`src/rtl/uart_rx_if.sv`:
```
// rtl/uart_rx_if.sv - serial line and received-byte signals of the UART receiver
interface uart_rx_if;
    logic       rx_i;
    logic [7:0] d_o;
    logic       v_o;
    logic       frame_err_o;
    logic       busy_o;

    // Receiver side: samples the line, drives the byte and status strobes
    modport slave (
        input  rx_i,
        output d_o,
        output v_o,
        output frame_err_o,
        output busy_o
    );

    // Line driver / byte consumer side
    modport master (
        output rx_i,
        input  d_o,
        input  v_o,
        input  frame_err_o,
        input  busy_o
    );
endinterface

```
`src/rtl/uart_rx.sv`:
```
// rtl/uart_rx.sv - 8N1 UART receiver, LSB first, mid-bit sampling; optional UART_RX_MAJORITY_EN 2-of-3 vote
module uart_rx #(
    parameter int CLKS_PER_BIT = 868
) (
    input  logic      clk,
    input  logic      resetn,
    uart_rx_if.slave  rx_port
);
    localparam int N  = CLKS_PER_BIT;
    localparam int H  = N / 2;
    localparam int CW = $clog2(N);

    localparam logic [CW-1:0] N_LAST = CW'(N - 1);
    localparam logic [CW-1:0] H_LAST = CW'(H - 1);

    typedef enum logic [2:0] {
        S_WAIT_HIGH = 3'd0,
        S_IDLE      = 3'd1,
        S_START     = 3'd2,
        S_DATA      = 3'd3,
        S_STOP      = 3'd4
    } state_t;

    state_t          state_q, state_d;
    logic            s1_q;
    logic            rx_s_q;
    logic [CW-1:0]   cnt_q, cnt_d;
    logic [2:0]      bit_idx_q, bit_idx_d;
    logic [7:0]      shreg_q, shreg_d;
    logic [7:0]      d_q, d_d;
    logic            v_q, v_d;
    logic            ferr_q, ferr_d;
    logic            busy_q, busy_d;
    logic            sample_w;

`ifdef UART_RX_MAJORITY_EN
    localparam logic [CW-1:0] N_V0 = CW'(N - 3);
    localparam logic [CW-1:0] N_V1 = CW'(N - 2);
    localparam logic [CW-1:0] H_V0 = CW'(H - 3);
    localparam logic [CW-1:0] H_V1 = CW'(H - 2);

    logic [1:0] vote_q, vote_d;

    // Collect the two early votes; the third is the live sample at the decision cycle
    always_comb begin
        vote_d = vote_q;
        if (state_q == S_START) begin
            if (cnt_q == H_V0) vote_d[0] = rx_s_q;
            if (cnt_q == H_V1) vote_d[1] = rx_s_q;
        end else if (state_q == S_DATA || state_q == S_STOP) begin
            if (cnt_q == N_V0) vote_d[0] = rx_s_q;
            if (cnt_q == N_V1) vote_d[1] = rx_s_q;
        end
    end

    // Vote registers
    always_ff @(posedge clk or negedge resetn) begin
        if (!resetn) vote_q <= 2'b11;
        else         vote_q <= vote_d;
    end

    // 2-of-3 majority so a single-cycle glitch inside the window is ignored
    always_comb begin
        sample_w = (vote_q[0] & vote_q[1]) | (vote_q[0] & rx_s_q) | (vote_q[1] & rx_s_q);
    end
`else
    // Single sample taken at the decision cycle
    always_comb begin
        sample_w = rx_s_q;
    end
`endif

    // Two-flop synchroniser; idles high so reset never looks like a start bit edge
    always_ff @(posedge clk or negedge resetn) begin
        if (!resetn) begin
            s1_q   <= 1'b1;
            rx_s_q <= 1'b1;
        end else begin
            s1_q   <= rx_port.rx_i;
            rx_s_q <= s1_q;
        end
    end

    // FSM and datapath registers
    always_ff @(posedge clk or negedge resetn) begin
        if (!resetn) begin
            state_q   <= S_WAIT_HIGH;
            cnt_q     <= '0;
            bit_idx_q <= 3'd0;
            shreg_q   <= 8'h00;
            d_q       <= 8'h00;
            v_q       <= 1'b0;
            ferr_q    <= 1'b0;
            busy_q    <= 1'b0;
        end else begin
            state_q   <= state_d;
            cnt_q     <= cnt_d;
            bit_idx_q <= bit_idx_d;
            shreg_q   <= shreg_d;
            d_q       <= d_d;
            v_q       <= v_d;
            ferr_q    <= ferr_d;
            busy_q    <= busy_d;
        end
    end

    // Next-state and output logic; the timer is cleared whenever a state is (re)entered
    always_comb begin
        state_d   = state_q;
        cnt_d     = cnt_q + 1'b1;
        bit_idx_d = bit_idx_q;
        shreg_d   = shreg_q;
        d_d       = d_q;
        v_d       = 1'b0;
        ferr_d    = 1'b0;
        busy_d    = busy_q;

        case (state_q)
            S_WAIT_HIGH: begin
                cnt_d  = '0;
                busy_d = 1'b0;
                if (rx_s_q) state_d = S_IDLE;
            end
            S_IDLE: begin
                cnt_d     = '0;
                busy_d    = 1'b0;
                bit_idx_d = 3'd0;
                if (!rx_s_q) begin
                    state_d = S_START;
                    busy_d  = 1'b1;
                end
            end
            S_START: begin
                if (cnt_q == H_LAST) begin
                    cnt_d = '0;
                    if (!sample_w) begin
                        state_d = S_DATA;
                    end else begin
                        state_d = S_IDLE;
                        busy_d  = 1'b0;
                    end
                end
            end
            S_DATA: begin
                if (cnt_q == N_LAST) begin
                    cnt_d     = '0;
                    shreg_d   = {sample_w, shreg_q[7:1]};
                    bit_idx_d = bit_idx_q + 3'd1;
                    if (bit_idx_q == 3'd7) state_d = S_STOP;
                end
            end
            S_STOP: begin
                if (cnt_q == N_LAST) begin
                    cnt_d  = '0;
                    busy_d = 1'b0;
                    if (sample_w) begin
                        d_d     = shreg_q;
                        v_d     = 1'b1;
                        state_d = S_IDLE;
                    end else begin
                        ferr_d  = 1'b1;
                        state_d = S_WAIT_HIGH;
                    end
                end
            end
            default: begin
                state_d = S_WAIT_HIGH;
                cnt_d   = '0;
                busy_d  = 1'b0;
            end
        endcase
    end

    assign rx_port.d_o         = d_q;
    assign rx_port.v_o         = v_q;
    assign rx_port.frame_err_o = ferr_q;
    assign rx_port.busy_o      = busy_q;
endmodule
```
`src/flat_wrapper.sv`:
```
// flat-port wrapper written by rule: the top's interface ports become plain ports
module uart_rx_flat 
#(
    parameter int CLKS_PER_BIT = 868
)
  (clk, resetn, rx_port_rx_i, rx_port_d_o, rx_port_v_o, rx_port_frame_err_o, rx_port_busy_o);
  uart_rx_if rx_port_i ();
  input  logic clk;
  input  logic resetn;
  input wire logic [$bits(rx_port_i.rx_i)-1:0] rx_port_rx_i;
  output wire logic [$bits(rx_port_i.d_o)-1:0] rx_port_d_o;
  output wire logic [$bits(rx_port_i.v_o)-1:0] rx_port_v_o;
  output wire logic [$bits(rx_port_i.frame_err_o)-1:0] rx_port_frame_err_o;
  output wire logic [$bits(rx_port_i.busy_o)-1:0] rx_port_busy_o;
  assign rx_port_i.rx_i = rx_port_rx_i;
  assign rx_port_d_o = rx_port_i.d_o;
  assign rx_port_v_o = rx_port_i.v_o;
  assign rx_port_frame_err_o = rx_port_i.frame_err_o;
  assign rx_port_busy_o = rx_port_i.busy_o;
  uart_rx #(.CLKS_PER_BIT(CLKS_PER_BIT)) u_core (.clk(clk), .resetn(resetn), .rx_port(rx_port_i));
endmodule
```
`config.mk`:
```
export PLATFORM = sky130hd
export DESIGN_NAME = uart_rx_flat
export DESIGN_NICKNAME = d
export VERILOG_FILES = /design/src/rtl/uart_rx_if.sv /design/src/rtl/uart_rx.sv /design/src/flat_wrapper.sv
export SDC_FILE = /design/constraint.sdc
export NUM_CORES = 1
export LEC_CHECK = 0
export CAP_MARGIN = 20
export CORE_ASPECT_RATIO = 0.6
export CORE_MARGIN = 3
export CORE_UTILIZATION = 50
export CTS_BUF_LIST = sky130_fd_sc_hd__clkbuf_8
export DETAILED_ROUTE_END_ITERATION = 6
export PLACE_DENSITY = 0.68
export SLEW_MARGIN = 10
export SYNTH_ARGS = -nofsm -noshare
export SYNTH_HDL_FRONTEND = slang
export SYNTH_SLANG_ARGS = --single-unit
```
`constraint.sdc`:
```
create_clock -name clk -period 2.1 [get_ports clk]
set_input_delay 0.42 -clock clk [delete_from_list [all_inputs] [get_ports clk]]
set_output_delay 0.42 -clock clk [all_outputs]
set_load 0.02 [all_outputs]
```
### Yosys cells after proc, flatten, opt, wreduce, memory -nomap -nowiden

Cells that the tools add are included.

* register bits after elaboration: 37
* output and inout bits: 11
* memories kept: 0
* latch bits: 0
* memory bits (writable): 0
* ROM bits: 0
* input port bits: 3
* logic and storage cells: 59

* reductions and logical operators: 8
* $mul: 0
* order comparisons: 0
* muxes and demuxes: 24
* shift-type cells: 0
* divide/modulo/power cells: 0
* $add $sub $neg: 2
* eq/ne operators: 14
* bitwise logic cells: 1

Operator list (number)
* 3-bit two-way mux: 7
* 10-bit two-way mux: 2
* 10-bit one-hot mux with 2 select lines: 1
* 3-bit one-hot mux with 5 select lines: 1
* 2-bit by 1-bit != test with 1-bit output, second input constant: 6
* 10-bit by 1-bit adder with 10-bit output, second input constant: 1
* 10-bit == test, second input constant: 1
* 10-bit by 9-bit == test with 1-bit output, second input constant: 1
* 1-bit two-way mux: 10
* 3-bit by 2-bit == test with 1-bit output, second input constant: 2
* 3-bit == test, second input constant: 2
* 3-bit one-hot mux with 2 select lines: 1
* 6-bit AND reduction: 1
* 1-bit one-hot mux with 4 select lines: 1
* 2-bit AND reduction: 2
* 4-bit AND reduction: 1
* 3-bit by 1-bit adder with 3-bit output, second input constant: 1
* 3-bit by 1-bit == test with 1-bit output, second input constant: 1
* 3-bit zero test: 1
* 3-bit AND reduction: 1
* 2-bit two-way mux: 1
* 2-bit != test, second input constant: 1
* 2-bit nonzero test: 1
* 2-bit OR reduction: 1
* 1-bit inverter: 1

### Longest topological paths before layout

Gate-level depths: netlist (run 1).

* word-level depth: 4
* mapped depth: 6
* mapped depth without buffers: 6

### Worst setup path before layout (run 1)

No wires, ideal clock.

* path kind: register to register
* start: reg u_core.cnt_q[0]
* end: reg u_core.d_q[0], in the netlist u_core.rx_port.d_o[0]
* path slack: 400 ps
* period minus slack after synthesis: 1700 ps
* library setup time: 125 ps
* buffers on the path: 1
* required time: 1975 ps
* arrival: 1574 ps
* stages on the path, launching flop included: 7
* path through: dfrtp_1 ha_1 and2b_1 nand3_4 or2_1 buf_6 mux2_4

* longest elaborated chain between the ends: 2

Ends and longest elaborated chain
* from (decl): RTL line uart_rx.sv:27 `logic [CW-1:0] cnt_q, cnt_d;`
* from (signal assigned): RTL line uart_rx.sv:97 `cnt_q <= cnt_d;`
* 10-bit == test: RTL line uart_rx.sv:153 `if (cnt_q == N_LAST) begin`
* 3-bit AND reduction (no line)
* to (signal assigned): RTL line uart_rx.sv:91 `d_q <= 8'h00;`
* to (signal assigned): RTL line uart_rx.sv:100 `d_q <= d_d;`
* to (decl): RTL line uart_rx.sv:30 `logic [7:0] d_q, d_d;`

Every way passes these cells.
A chain may end at the register's enable or synchronous reset.

### Worst setup path in the final report (run 1)

* start: reg u_core.cnt_q[0]
* end: reg u_core.d_q[3], in the netlist u_core.rx_port.d_o[3]

Same word-level chain as after synthesis.

==> results of run 1 <==
## report_power, final
part | leakage, uW | total, uW | switching, uW | internal, uW
sequential | 0.000495 | 935 | 134 | 801
combinational | 0.000416 | 481 | 261 | 220
clock | 0.0000491 | 460 | 235 | 225
total | 0.000960 | 1880 | 631 | 1250
## worst reg2reg max path, cell delays in order, from the launching register on
cell and delay (ps):
dfrtp_1 420, ha_1 250, and2b_1 230, nand3_4 120
or2_1 450, mux2_4 350
## registers in the layout (all words and copies together) (netlist names)
name and cells:
u_core.bit_idx_q 3, u_core.cnt_q 10, u_core.rx_port.busy_o 1, u_core.rx_port.d_o 8
u_core.rx_port.frame_err_o 1, u_core.rx_port.v_o 1, u_core.rx_s_q 1, u_core.s1_q 1
u_core.shreg_q 8, u_core.state_q 3
## cell usage after synthesis, types with 2 or more instances
library cell,count,area share [%]
o21ai_0,6,1.7
xor2_1,5,2.4
nor3b_1,2,0.83
clkbuf_1,2,0.41
nand2_1,10,2.1
nor2_1,5,1.0
nand3_1,5,1.4
nand2b_1,5,1.7
ha_1,4,2.8
dfrtp_1,35,48
nor2b_1,2,0.69
mux2_2,8,5.0
inv_1,4,0.83
buf_2,3,0.83
a21oi_1,10,2.8
xnor2_1,4,1.9
o311ai_1,2,0.97
buf_6,2,1.2
a31oi_1,3,1.0
dfstp_2,2,2.9
mux2_4,8,6.6
nand4_1,4,1.4
## cell type report
cell class                      count  area share (%)
Sequential cell                    37           45.05
Multi-Input combinational cell    102           39.71
Timing Repair Buffer               17           7.772
Clock buffer                        5           3.339
Tap cell                           45           2.732
Inverter                            4          0.7286
Clock inverter                      3          0.6679
## path summary, 6_finish.rpt
check / start / end / slack (ps) / cells past startpoint
setup reg to reg: u_core.cnt_q[0] / u_core.rx_port.d_o[3] / 170 / 5
hold / removal: u_core.s1_q / u_core.rx_s_q / 360 / 0
hold reg to reg: u_core.s1_q / u_core.rx_s_q / 360 / 0
max in group asynchronous: resetn / u_core.s1_q / 1210 / 2
setup / recovery: u_core.cnt_q[0] / u_core.rx_port.d_o[3] / 170 / 5
min in group asynchronous: resetn / u_core.rx_port.d_o[6] / 550 / 2
## cells by family (layout without fill, tap and decap cells)
logic type                 after synthesis  count (layout)  synth area share, %
DFF                                     37              37                51.17
AOI/OAI and AO/OA                       27              27                9.656
and+or+nand+nor                         45              45                16.21
buffers and inverters                   12              29                3.724
adders and majority gates                4               4                2.759
xor gates and xnor gates                 9               9                4.345
muxes                                   17              17                12.14
## per-layer routing
metal,vias to the layer above,part of all wire (%)
met1,574,51
li1,565,-
met5,-,0
met2,24,44
met3,4,4.3
met4,0,0.50
## metrics by stage
stage	power, uW	cell area [sq um]	setup WS, ps	hold WS, ps	cells
2_1_floorplan	1292	1814	400.5	124.4	151
3_5_place_dp	1431	1978	154.2	353.2	205
5_1_grt	2001	2061	51.28	369.3	213
3_3_place_gp	1392	1978	217.0	352.5	205
4_1_cts	1896	2061	150.1	363.8	213
6_report	1877	2061	168.8	363.0	213
==> key figures, run 1 <==
Timing
  • # setup viols final: 0
  • Fin. Hold Viols: 0
  • Final period util: 91.96%
  • Max-slew violations: 0
  • Max frequency: 0.5178 GHz
  • Post-layout min period: 1931 ps
  • Worst-Margin Slew: 540.9 ps
  • Sum of negative setup slack: 0 ps
  • Skew final: roughly 4 ps
  • RSZ-0062 raised after global routing: no
  • Slew HR: 63.94%

Final layout
  • Final net count: 174
  • Commonest cells after routing, fill and taps aside: 35 x dfrtp_1, 13 x clkdlybuf4s50_1, 10 x nand2_1, 10 x a21oi_1
  • Area grow syn2layout: 13.59%
  • Reg area: 928.4 sq um
  • FILL cells: ~280
  • Fin util: 61.27%
  • Inserted Diodes: 0
  • Area of the multi-input gates: 818.3 sq um
  • Commonest non-fill, non-tap cell in the layout: dfrtp_1
  • Layout cells sized above 1: 23.21%

Global route
  • Met1 track demand over resource: 23.89%
  • Grt met2 use: 25.20%
  • First-pass GRT wire length: 5.637 mm
  • Gr usage total: between 10% and 20%
  • Vias in the first global route: between 1000 and 1500
  • Initial antenna violation count: 0
  • Grt met3 use: about 4.7%
  • Largest net degree at the start of global routing: 38
  • Overflow left after global routing: 0
  • GRT busiest layer: met2

CTS
  • Clk sinks: 37
  • CTS hold repair buffers: 0
  • Post-CTS setup buffers: 0
  • Clock Tree Buf Depth: 2
  • Num CTS Buffers: 5
  • Post-CTS Resized: 0
  • Clk_lat worst skew: 280 ps
  • TritonCTS clock tree: done
  • Worst-path clk slew: 70 ps
  • CTS Root Cell: clkbuf_8
  • CTS H-tree lvls: 2

Power
  • Cell Pwr Density: 910.8 nW/um^2
  • Pleak: 0.0009600 uW
  • VDD IR-drop max: 421.0 uV

Detailed routing
  • Vias per inst: about 5.5
  • Post-route ant nets: 0
  • Final wirelength: approximately 3.4 mm
  • First DRT Iteration DRCs: 151
  • DRC errors left: 0
  • Via count: between 1000 and 1500
  • DR pass1 iterations: 4
  • DR WL/cell: approximately 16 microns

Logic synthesis
  • Async S/R FF share, synth: 100.0%
  • Main synth FF type: dfrtp_1
  • Syn Std Cell Area: 1814 sq um
  • Syn Area/Cell: 12.01 sq um
  • Sequential area share after synthesis: 51.17%
  • Synthesized instance count: 151
  • EDFF count, synth: 0
  • Syn nets: ~160
  • #FFs+latches synth: 37
  • Yosys Warn Count: 0
  • Synth cell types: 42

Floorplanning
  • Rows: 16
  • Die width: 83.77 microns
  • Die ar.: about 4400 sq um
  • Num ports: 14
  • Die span in y: 52.66 microns
  • CORE AREA: roughly 3400 sq um
  • Initial core utilization: 53.94%

Setup path
  • Critical path startpoint category: register
  • Critical Path Fanout Max: 9
  • Worst EP arrival: around 2100 ps
  • Setup CP Type: register to register
  • Crit end category: register
  • Crit-path max cell delay: 450 ps
  • Slowest-stage cell, CP: or2_1
  • CP delay by family, top: simple AND/OR/NAND/NOR gates
  • Buf/Inv on CP: 0
  • CP required: 2270 ps
  • Crit-path cells: ha_1, and2b_1, nand3_4, or2_1, mux2_4

Flow run
  • Max cap viols: 0

Place
  • DP Wirelength: 2.433 mm
  • Final GP Congestion: 0.8640
  • Port Buf Inserts: 13

Min path
  • Hold WC Path Type: register to register

Run status
  • Outcome: complete, no violations
Note: power is estimated with default switching activity, not from simulation.
==> run 2: changes to the inputs <==
--- a/config.mk
+++ b/config.mk
@@ -7,7 +7,7 @@
 export LEC_CHECK = 0
 export CAP_MARGIN = 20
 export CORE_ASPECT_RATIO = 0.6
-export CORE_MARGIN = 3
+export CORE_MARGIN = 2
 export CORE_UTILIZATION = 50
 export CTS_BUF_LIST = sky130_fd_sc_hd__clkbuf_8
 export DETAILED_ROUTE_END_ITERATION = 6
==> run 2 against run 1 <==
Clock skew rose by 2.6 ps. Sequential share of layout area fell by 0.33 points. Clock power rose by 4.8%. Routed wire length fell by 1.1%. Critical path type unchanged. Critical path depth did not move. Maximum frequency fell by 0.27%. Cell area rose by 0.73%. First-iteration DRC count fell by 15%. Highest routed layer unchanged. Final cell count rose by 0.47%. Die area fell by 6.1%. Sequential power barely moved. Via count rose by 1.7%.
==> key figures, run 2 (synthesis gave the netlist of run 1 again) <==
Detailed routing
  • First DRT Iteration DRCs: 129
  • DR WL/cell: 15.69 microns
  • Final wirelength: 3.357 mm
  • DRC errors left: 0
  • Vias per inst: 5.547
  • DR pass1 iterations: 4
  • Via count: 1187
  • Post-route ant nets: 0

Final layout
  • Finished Cell Area: about 2100 sq um
  • Max reg flops: 10
  • FILL cells: 272
  • Layout cells sized above 1: 23.08%
  • Reg area: slightly above 900 sq um
  • Area of the multi-input gates: 818.3 sq um
  • Commonest cells after routing, fill and taps aside: 35 x dfrtp_1, 13 x clkdlybuf4s50_1, 10 x nand2_1, 10 x a21oi_1
  • Commonest non-fill, non-tap cell in the layout: dfrtp_1
  • Final net count: roughly 180
  • Area grow syn2layout: 14.41%
  • Inserted Diodes: 0
  • Top reg by flops: u_core.cnt_q

Floorplanning
  • Initial core utilization: 53.94%
  • CORE AREA: 3363 sq um
  • Die ar.: around 4100 sq um
  • Die span in y: 50.66 microns
  • Num ports: 14
  • Rows: 16
  • Die width: 81.77 microns

CTS
  • Worst-path clk slew: ~60 ps
  • Post-CTS setup buffers: 0
  • CTS H-tree lvls: 2
  • CTS Root Cell: clkbuf_8
  • Num CTS Buffers: 5
  • CTS hold repair buffers: 0
  • TritonCTS clock tree: done
  • Post-CTS Resized: 0
  • Clk sinks: 37
  • Clk_lat worst skew: 280 ps
  • Clock Tree Buf Depth: 2

Timing
  • Post-layout min period: 1936 ps
  • Sum of negative setup slack: 0 ps
  • Slew HR: 64.65%
  • RSZ-0062 raised after global routing: no
  • Final period util: 92.21%
  • Skew final: 6.763 ps
  • Fin. Hold Viols: 0
  • Max frequency: a little over 0.5 GHz
  • Final hold slack: 362.0 ps
  • # setup viols final: 0
  • Max-slew violations: 0
  • Worst-Margin Slew: 530.2 ps

Setup path
  • Crit-path max cell delay: about 450 ps
  • Worst EP arrival: 2100 ps
  • Critical path startpoint category: register
  • Setup CP Type: register to register
  • Crit-path cells: ha_1, and2b_1, nand3_4, or2_1, mux2_4
  • CP required: 2270 ps
  • CP delay by family, top: simple AND/OR/NAND/NOR gates
  • Slowest-stage cell, CP: or2_1
  • Critical Path Fanout Max: 9
  • Crit end category: register
  • Buf/Inv on CP: 0

Power
  • VDD IR-drop max: 372.1 uV
  • Cell Pwr Density: 915.6 nW/um^2
  • Pleak: between 0.0009 and 0.001 uW

Place
  • Port Buf Inserts: 13
  • Placed Area: 1986 sq um
  • Final GP Congestion: 0.8301
  • DP Wirelength: 2.400 mm

Global route
  • First-pass GRT wire length: 5.871 mm
  • Initial antenna violation count: 0
  • Gr usage total: ~19%
  • Overflow left after global routing: 0
  • Vias in the first global route: 1234
  • Largest net degree at the start of global routing: 27

Run status
  • Outcome: complete, no violations

Flow run
  • Max cap viols: 0

Min path
  • Hold WC Path Type: register to register
==> run 2: changes by cell type in the layout (fill, tap and decap cells not counted), sizes merged <==
cell,delta
buf,+1
clkinv,-2
clkbuf,+1
inv,+1
==> run 2: through the flow <==
step                      util [%]  setup WS (ps)  instances  power, uW
after detailed placement     59.04          152.6        206       1422
final                        61.72          163.5        214       1901
after CTS                    61.72          147.2        214       1915
after floorplan                  -          400.5        151       1292
after global routing         61.72          41.40        214       2029
after global placement       59.04          221.9        206       1391
==> run 2: final timing paths <==
check	from	end	slack, ps	cells past startpoint
min in group asynchronous	resetn	u_core.shreg_q[2]	460	2
max	u_core.cnt_q[0]	u_core.rx_port.d_o[5]	160	5
max in group asynchronous	resetn	u_core.rx_s_q	1260	2
max reg2reg	u_core.cnt_q[0]	u_core.rx_port.d_o[5]	160	5
min	u_core.s1_q	u_core.rx_s_q	360	0
min reg2reg	u_core.s1_q	u_core.rx_s_q	360	0
==> run 2: per-layer routing <==
layer | vias to the layer above | GRT usage [%] | part of all wire [%]
met5 | - | 0 | 0
li1 | 571 | - | -
met4 | 0 | 6.111 | 1.1
met3 | 5 | 5.935 | 3.9
met1 | 586 | 26.36 | 50
met2 | 25 | 29.13 | 45
==> run 2: power breakdown <==
part           leakage [uW]  switching [uW]  internal (uW)
combinational      0.000420             263            221
sequential         0.000495             133            801
clock             0.0000538             225            257
total              0.000969             621           1280
==> run 2: final cells by class <==
type                            count  area share [%]
Inverter                            4          0.7233
Clock inverter                      2          0.3617
Tap cell                           45           2.712
Multi-Input combinational cell    102           39.42
Clock buffer                        6           3.978
Timing Repair Buffer               18           8.077
Sequential cell                    37           44.73
==> run 3: changes to the inputs <==
--- a/config.mk
+++ b/config.mk
@@ -12,6 +12,7 @@
 export CTS_BUF_LIST = sky130_fd_sc_hd__clkbuf_8
 export DETAILED_ROUTE_END_ITERATION = 6
 export PLACE_DENSITY = 0.68
+export SETUP_SLACK_MARGIN = 0.1
 export SLEW_MARGIN = 10
 export SYNTH_ARGS = -nofsm -noshare
 export SYNTH_HDL_FRONTEND = slang
==> run 3 against run 2 <==
Via count hardly changed. Non-clock buffer count stayed put. Cell area is 0.54% higher. Setup slack better by 110 ps. Sequential cell count stayed put. Die area is the same. First-iteration DRC count rose by 26%.
==> key figures, run 3 (synthesis gave the netlist of run 1 again) <==
Detailed routing
  • First DRT Iteration DRCs: 162
  • DRC errors left: 0
  • DR pass1 iterations: 4
  • Via count: 1186
  • DR WL/cell: 15.61 microns
  • Post-route ant nets: 0
  • Final wirelength: between 3 and 4 mm
  • Vias per inst: 5.542

CTS
  • CTS Root Cell: clkbuf_8
  • CTS hold repair buffers: 0
  • Post-CTS setup buffers: 0
  • Num CTS Buffers: 5
  • Clock Tree Buf Depth: 2
  • TritonCTS clock tree: done
  • Worst-path clk slew: roughly 60 ps
  • Clk_lat worst skew: 280 ps
  • Clk sinks: 37
  • CTS H-tree lvls: 2

Final layout
  • Reg area: between 900 and 1000 sq um
  • Area grow syn2layout: 15.03%
  • Layout cells sized above 1: 23.67%
  • FILL cells: 271
  • Area of the multi-input gates: about 830 sq um
  • Top reg by flops: u_core.cnt_q
  • Inserted Diodes: 0
  • Max reg flops: 10
  • Commonest non-fill, non-tap cell in the layout: dfrtp_1
  • Finished Cell Area: 2087 sq um
  • Final net count: between 150 and 200
  • Commonest cells after routing, fill and taps aside: 35 x dfrtp_1, 13 x clkdlybuf4s50_1, 10 x nand2_1, 10 x a21oi_1

Setup path
  • R2r setup slk: 270 ps
  • Crit-path max cell delay: approximately 410 ps
  • Slowest-stage cell, CP: dfrtp_1
  • Worst EP arrival: 1990 ps
  • Cells on worst reg2reg path: 5
  • Critical Path Fanout Max: 9
  • Critical path startpoint category: register
  • Reg2reg start: u_core.cnt_q[0]
  • Critical path destination: u_core.rx_port.d_o[5]
  • Setup CP Type: register to register
  • RR Endpoint: u_core.rx_port.d_o[5]
  • Crit-path cells: ha_1, and2b_1, nand3_4, or2_4, mux2_4
  • Crit end category: register
  • Crit path from: u_core.cnt_q[0]
  • CP required: 2260 ps

Place
  • Port Buf Inserts: 13
  • DP Worst Slack: between 150 and 200 ps
  • Final GP Congestion: 0.8301
  • DP Wirelength: around 2.4 mm
  • Placed Area: between 1500 and 2000 sq um

Timing
  • Post-route setup slack: 271.9 ps
  • # setup viols final: 0
  • Final period util: 87.05%
  • Fin. Hold Viols: 0
  • Skew final: 6.324 ps
  • RSZ-0062 raised after global routing: no
  • Max-slew violations: 0
  • Post-layout min period: 1828 ps
  • Final hold slack: 362.0 ps
  • Sum of negative setup slack: 0 ps
  • Slew HR: 73.44%
  • Max frequency: 0.5470 GHz
  • Worst-Margin Slew: 397.4 ps

Run status
  • Outcome: complete, no violations

Global route
  • Gr usage total: 19.23%
  • Vias in the first global route: 1234
  • Overflow left after global routing: 0
  • Initial antenna violation count: 0
  • Largest net degree at the start of global routing: 27
  • First-pass GRT wire length: 5.871 mm

Floorplanning
  • Die width: 81.77 microns
  • Rows: 16
  • Initial core utilization: 53.94%
  • CORE AREA: around 3400 sq um
  • Num ports: 14
  • Die ar.: between 4000 and 5000 sq um
  • Die span in y: about 50 microns

Power
  • Cell Pwr Density: 911.2 nW/um^2
  • Total power: 1902 uW
  • Pleak: 0.0009766 uW
  • VDD IR-drop max: 372.1 uV

Flow run
  • Max cap viols: 0

Min path
  • Hold WC Path Type: register to register
==> run 3: worst min path at each step <==
stage,cells after the start,start,slack [ps],endpoint
after global placement,0,u_core.s1_q,360,u_core.rx_s_q
after CTS,0,u_core.s1_q,360,u_core.rx_s_q
after floorplan,0,resetn,120,u_core.bit_idx_q[0]
final,0,u_core.s1_q,360,u_core.rx_s_q
after detailed placement,0,u_core.s1_q,350,u_core.rx_s_q
after global routing,0,u_core.s1_q,370,u_core.rx_s_q
==> run 3: stage by stage <==
step	std cells	util, %
after CTS	214	61.72
final	214	62.05
after floorplan	151	-
after global routing	214	62.05
after global placement	206	59.04
after detailed placement	206	59.04
==> run 3: final cells by class <==
cell class	count	share of cell area, %
Inverter	4	0.7194
Clock inverter	2	0.3597
Sequential cell	37	44.48
Clock buffer	6	3.957
Tap cell	45	2.698
Multi-Input combinational cell	102	39.75
Timing Repair Buffer	18	8.034
==> run 3: worst max-delay path: cells and delay by family, from the launching register on <==
family	cells	cell delay (ps)
AND/OR/NAND/NOR	3	760
flip-flops	1	410
multiplexers	1	310
adder cells (fa/ha/maj)	1	230
==> run 3: power by group <==
group | total, uW | switching [uW] | internal [uW]
logic | 487 | 266 | 221
clock network | 481 | 224 | 257
registers | 933 | 132 | 801
==> run 3: repair_timing <==
item / CTS / global route
resized for setup: 0 / 3
setup endpoints to repair: 0 / 9
endpoints found under the hold margin: 0 / 0
==> run 3: metal layers <==
metal  up-vias  global-route usage [%]  routed length (microns)
li1        569                       -                        -
met1       588                   26.36                     1672
met2        24                   29.13                     1505
met3         5                   5.935                      123
met4         0                   6.111                       38
met5         -                       0                        0
